File: config.mk
export PLATFORM = sky130hd
export DESIGN_NAME = onehot_decoder_2to4
export DESIGN_NICKNAME = d
export VERILOG_FILES = /design/src/rtl/onehot_decoder_2to4.sv
export SDC_FILE = /design/constraint.sdc
export NUM_CORES = 1
export LEC_CHECK = 0
export ABC_AREA = 1
export BUFFER_PORTS_ARGS = -buffer_cell sky130_fd_sc_hd__buf_2
export CORE_MARGIN = 5
export CORE_UTILIZATION = 48
export DETAILED_ROUTE_END_ITERATION = 8
export PLACE_DENSITY = 0.73
export SLEW_MARGIN = 20
export SYNTH_ARGS = -nofsm -noshare
export SYNTH_HDL_FRONTEND = slang
export SYNTH_SLANG_ARGS = --single-unit
File: constraint.sdc
create_clock -name clk -period 1.6 [get_ports clk]
set_input_delay 0.08 -clock clk [delete_from_list [all_inputs] [get_ports clk]]
set_output_delay 0.08 -clock clk [all_outputs]
set_load 0.01 [all_outputs]
File: src/rtl/onehot_decoder_2to4.sv
// -----------------------------------------------------------------------------
// onehot_decoder_2to4
//
// Purpose:
//   Decodes a 2-bit binary code from an upstream 4-to-2 encoder back into a
//   one-hot word. Beats arrive through a valid/ready handshake. Each decoded
//   word is buffered in a 2-entry FIFO, and the output side is a valid/ready
//   stream driven from the registered FIFO head. Beats that the encoder flagged
//   as invalid are dropped and counted in a saturating error counter.
//
//   A three-state controller gates acceptance:
//     IDLE  : nothing accepted; waits for En.
//     RUN   : accepts beats while En is high.
//     FLUSH : En dropped with data still queued; the FIFO drains to the output.
//             If En returns, the queued contents are kept and RUN resumes.
//
// Ports:
//   clk        in   1      single clock, rising edge
//   rst_n      in   1      asynchronous active-low reset
//   En         in   1      decoder enable; low stops acceptance of new codes
//   Din        in   2      binary code from the encoder
//   Din_err    in   1      encoder flagged this beat as invalid
//   in_valid   in   1      Din/Din_err valid this cycle
//   in_ready   out  1      block accepts a beat this cycle
//   Do         out  4      one-hot word at the FIFO head (0 when empty)
//   out_valid  out  1      Do valid
//   out_ready  in   1      downstream accepts Do
//   err_cnt    out  CNT_W  saturating count of accepted error beats
//   busy       out  1      high while in FLUSH
// -----------------------------------------------------------------------------
module onehot_decoder_2to4 #(
  parameter int CNT_W = 8
) (
  input  logic             clk,
  input  logic             rst_n,
  input  logic             En,
  input  logic [1:0]       Din,
  input  logic             Din_err,
  input  logic             in_valid,
  output logic             in_ready,
  output logic [3:0]       Do,
  output logic             out_valid,
  input  logic             out_ready,
  output logic [CNT_W-1:0] err_cnt,
  output logic             busy
);

  typedef enum logic [1:0] {
    ST_IDLE  = 2'd0,
    ST_RUN   = 2'd1,
    ST_FLUSH = 2'd2
  } state_e;

  localparam int unsigned DEPTH = 2;

  // Binary code to one-hot word.
  function automatic logic [3:0] f_decode(input logic [1:0] code);
    logic [3:0] word;
    word = 4'b0000;
    word[code] = 1'b1;
    return word;
  endfunction

  // ---------------------------------------------------------------------------
  // Registers and handshake wires
  // ---------------------------------------------------------------------------
  state_e           r_state;
  state_e           w_state_nxt;

  logic [3:0]       r_mem [DEPTH];
  logic             r_wr_ptr;
  logic             r_rd_ptr;
  logic [1:0]       r_count;
  logic [1:0]       w_count_nxt;

  logic [CNT_W-1:0] r_err_cnt;

  logic             w_full;
  logic             w_empty;
  logic             w_pop;
  logic             w_accept;
  logic             w_push;
  logic             w_err_beat;
  logic             w_in_ready;
  logic             w_busy;

  assign w_full  = (r_count == 2'd2);
  assign w_empty = (r_count == 2'd0);

  // The head leaves on any edge where it is valid and downstream is ready.
  assign w_pop = !w_empty && out_ready;

  // A full FIFO can still take a beat when the head leaves on the same edge,
  // which is what sustains one beat per cycle.
  always_comb begin
    w_in_ready = 1'b0;
    w_busy     = 1'b0;
    unique case (r_state)
      ST_RUN:   w_in_ready = En && (!w_full || w_pop);
      ST_FLUSH: w_busy     = 1'b1;
      default:  ;
    endcase
  end

  assign w_accept   = in_valid && w_in_ready;
  // Error beats complete the handshake but never enter the FIFO.
  assign w_push     = w_accept && !Din_err;
  assign w_err_beat = w_accept &&  Din_err;

  always_comb begin
    w_count_nxt = r_count;
    unique case ({w_push, w_pop})
      2'b10:   w_count_nxt = r_count + 2'd1;
      2'b01:   w_count_nxt = r_count - 2'd1;
      default: w_count_nxt = r_count;
    endcase
  end

  // ---------------------------------------------------------------------------
  // Controller
  // ---------------------------------------------------------------------------
  // NOTE: every sequential block uses non-blocking assignments so that all
  // registers sample the same pre-edge values; the combinational blocks use
  // blocking assignments and give each target a default first so that no
  // latch is inferred on an unlisted path.
  always_ff @(posedge clk or negedge rst_n) begin
    if (!rst_n) begin
      r_state <= ST_IDLE;
    end else begin
      r_state <= w_state_nxt;
    end
  end

  always_comb begin
    w_state_nxt = r_state;
    unique case (r_state)
      ST_IDLE: begin
        if (En) w_state_nxt = ST_RUN;
      end
      ST_RUN: begin
        if (!En) w_state_nxt = w_empty ? ST_IDLE : ST_FLUSH;
      end
      ST_FLUSH: begin
        // Re-enabling takes priority over finishing the drain; the queued
        // words stay put and go out in their original order.
        if (En)                        w_state_nxt = ST_RUN;
        else if (w_count_nxt == 2'd0)  w_state_nxt = ST_IDLE;
      end
      default: w_state_nxt = ST_IDLE;
    endcase
  end

  // ---------------------------------------------------------------------------
  // FIFO
  // ---------------------------------------------------------------------------
  always_ff @(posedge clk or negedge rst_n) begin
    if (!rst_n) begin
      r_wr_ptr <= 1'b0;
      r_rd_ptr <= 1'b0;
      r_count  <= 2'd0;
    end else begin
      if (w_push) r_wr_ptr <= ~r_wr_ptr;
      if (w_pop)  r_rd_ptr <= ~r_rd_ptr;
      r_count <= w_count_nxt;
    end
  end

  // NOTE: the storage array has no reset. Reset clears the occupancy count,
  // and Do is masked by out_valid, so stale words can never be observed.
  always_ff @(posedge clk) begin
    if (w_push) r_mem[r_wr_ptr] <= f_decode(Din);
  end

  // ---------------------------------------------------------------------------
  // Error counter
  // ---------------------------------------------------------------------------
  always_ff @(posedge clk or negedge rst_n) begin
    if (!rst_n) begin
      r_err_cnt <= '0;
    end else if (w_err_beat && (r_err_cnt != {CNT_W{1'b1}})) begin
      r_err_cnt <= r_err_cnt + 1'b1;
    end
  end

  // ---------------------------------------------------------------------------
  // Outputs
  // ---------------------------------------------------------------------------
  // Do depends only on registers, so there is no path from Din to Do, and it
  // drops to zero as soon as reset clears the count, without waiting for clk.
  assign out_valid = !w_empty;
  assign Do        = w_empty ? 4'b0000 : r_mem[r_rd_ptr];
  assign in_ready  = w_in_ready;
  assign busy      = w_busy;
  assign err_cnt   = r_err_cnt;

  // ---------------------------------------------------------------------------
  // Internal consistency checks
  // ---------------------------------------------------------------------------
  a_no_overflow : assert property (@(posedge clk) disable iff (!rst_n)
    r_count <= 2'd2);

  a_no_push_when_full : assert property (@(posedge clk) disable iff (!rst_n)
    !(w_push && w_full && !w_pop));

  a_do_onehot : assert property (@(posedge clk) disable iff (!rst_n)
    out_valid |-> $onehot(Do));

  a_no_accept_outside_run : assert property (@(posedge clk) disable iff (!rst_n)
    (r_state != ST_RUN) |-> !in_ready);

endmodule
==> flow_summary_export.csv <==
group,metric,value,unit
run_status,status,"finished, final reports clean",
setup_path,required,1.81,ns
clock_network,cts_tree,"built",
final_layout,antenna_cells,0,
min_path,hold_path.class,"in2reg",
timing,relSlewSlack,0.780,
synth,synth_seq_cells,22,
floorplan,rows,18,
route,via_count,1076,
floorplan,start_util,0.495,
floorplan,io_pins,23,
clock_network,cts_buffers,3,
clock_network,cts.path.max_buffers,2,
synth,ys_types,19,
power,power,1.98,mW
clock_network,cts_sinks,22,
run,maxCapViolations,0,
global_route,grt_max_degree,15,
timing,rsz0062_at_grt,"true",
clock_network,clk_pin_slew_worst_paths,0.12,ns
place,port_buffers,22,
global_route,groute.usage.overall,0.153,
synth,synth_compound_area_frac,0.0291,
synth,ys_warn_count,0,
floorplan,core,2430,um^2
route,first_iter_violations,50,
setup_path,worstPathArrival,1.80,ns
synth,synthTopCellsByArea,"dfrtp_1, edfxtp_1, nand2_1",
clock_network,h-tree-depth,1,
synth,synth_xor_area_frac,0.0364,
setup_path,end_kind,"register",
synth,synth_common_cells,"nand2_1, inv_1, dfrtp_1, nand3_1, nor2_1",
synth,synth_fa_ha_area_frac,0.0208,
timing,worst_slack,0.00754,ns
synth,synth_top_area_cell,"dfrtp_1",
timing,tightest_slew,0.330,ns
timing,tns,0,ns
synth,seq_area_frac_synth,0.491,
timing,finalHoldViolations,0,
power,p_per_area,1280,nW/um^2
synth,synth_most_common_cell,"nand2_1",
final_layout,drive_gt1_frac,0.346,
clock_network,cts-root-buf,"clkbuf_4",
synth,synth-edff-count,8,
route,finalWirelength,2640,um
floorplan,die_h,60.1,um
route,post-route-drc-count,0,
setup_path,start_kind,"register",
synth,syn_avg_cell_area,8.30,um^2
place,hpwl,1810,um
timing,period_share,0.995,
global_route,grt_pass1_vias,1039,
final_layout,nets,196,
power,peakVddDrop,0.898,mV
synth,async_flop_share,0.636,
synth,netlist_instances,145,
synth,syn-num-nets,155,
route,drt_pass1_iterations,4,
timing,finalCriticalPeriod,1.59,ns
synth,synth_flop_cell,"dfrtp_1",
synth,yosysTopAreaCellShare,0.291,
place,preCtsSetupSlack,-0.0281,ns
global_route,grt_pass1_wl,4200,um
global_route,antenna_found_initial,0,
setup_path,crit_type,"reg2reg",
floorplan,die_area,3610,um^2
timing,drv_slew,0,
route,vias_per_cell,5.00,
floorplan,die_x,60.1,um
timing,finClkSkew,0.00968,ns
route,antenna_left,0,
timing,max_freq,0.628,GHz
synth,synth_top_family_by_area,"simple AND/OR/NAND/NOR gates",
power,power_leakage,0.788,nW
global_route,grt.overflow.total,0,
timing,setup_viol,0,
setup_path,critPathMaxFanout,4,
synth,yosys.area_share.simple,0.358,
place,place_congestion,0.810,
clock_network,insertion_delay,0.30,ns
synth,synthMuxAreaShare,0,
final_layout,area_growth,28.1,%
synth,syn_area,1200,um^2
route,post_drt_wl_per_cell,12.3,um
worst max-delay path: stages, from the launching register on:
cell,delay (ns)
dfrtp_1,0.43
inv_2,0.06
nand2_2,0.06
nor2_2,0.04
nor2_4,0.13
nand3_4,0.10
ha_4,0.28
inv_2,0.07
nand3_2,0.08
nand2_2,0.09
nand3_2,0.06
nand2_2,0.05
nand2_1,0.04
placed cells by master, fill, tap and decap left out, types with 4 or more instances in the layout:
cell type	count
nand3_2	4
nor2_1	8
a21oi_1	5
inv_1	18
buf_4	13
dfrtp_1	13
nor2_2	6
buf_2	22
nand2_2	4
edfxtp_1	8
nand3_1	12
nand2_1	44
xor2_1	4
state kept, by name, summed over array words and instances (netlist names):
| name | cells |
|---|---|
| r_count | 2 |
| r_rd_ptr | 1 |
| err_cnt | 8 |
| r_wr_ptr | 1 |
| r_state | 2 |
| r_mem | 8 |
path summary, 6_finish.rpt:
path	startpoint	to	slack, ns	depth (start not counted)
worst max-delay path	r_count[0]	r_state[1]	0.008	12
max in group asynchronous	rst_n	r_count[1]	1.14	2
worst min-delay path	En	r_state[1]	0.06	4
min in group asynchronous	rst_n	r_state[1]	0.19	2
worst min register to register	r_wr_ptr	r_wr_ptr	0.50	2
worst max register to register	r_count[0]	r_state[1]	0.008	12
power breakdown:
part,total [mW],leakage [nW],internal [mW],switching [mW]
Combinational,0.921,0.519,0.414,0.507
Clock,0.248,0.0154,0.0907,0.158
Sequential,0.810,0.253,0.689,0.120
final cells by class:
class	count	area, um^2
inverter	21	78.8
clock buffer	3	22.5
clock inverter	1	3.75
tap	30	37.5
fill	204	891
sequential	22	592
timing repair buffer	36	218
multi-input combinational	102	589
layer usage:
layer,track usage,up-vias,routed length (um)
li1,-,542,-
met1,0.174,505,1100
met2,0.285,27,1420
met3,0.0259,2,97
met4,0.0475,0,14
met5,0,-,0
kinds of logic after synthesis:
group           Yosys count
compound gates            7
xor+xnor                  5
fa+ha+maj                 2
buf+inv                  21
flops                    22
simple gates             88
repair_timing:
item | in CTS | in global routing
setup buffers | 2 | 7
endpoints found under the hold margin | 14 | 0
pin swaps | 0 | 4
gates resized for setup | 2 | 12
hold buffers | 1 | 0
setup endpoints to repair | 1 | 1
per-stage QoR:
stage	instances	hold WS, ns	utilization	area (um^2)
global placement	201	-0.000388	0.568	1380
global route	215	0.0687	0.634	1540
CTS	208	0.0490	0.595	1450
detailed placement	201	-0.000600	0.568	1380
finish	215	0.0622	0.634	1540
floorplan	145	-0.216	-	1200
Note: power is estimated with default switching activity, not from simulation.
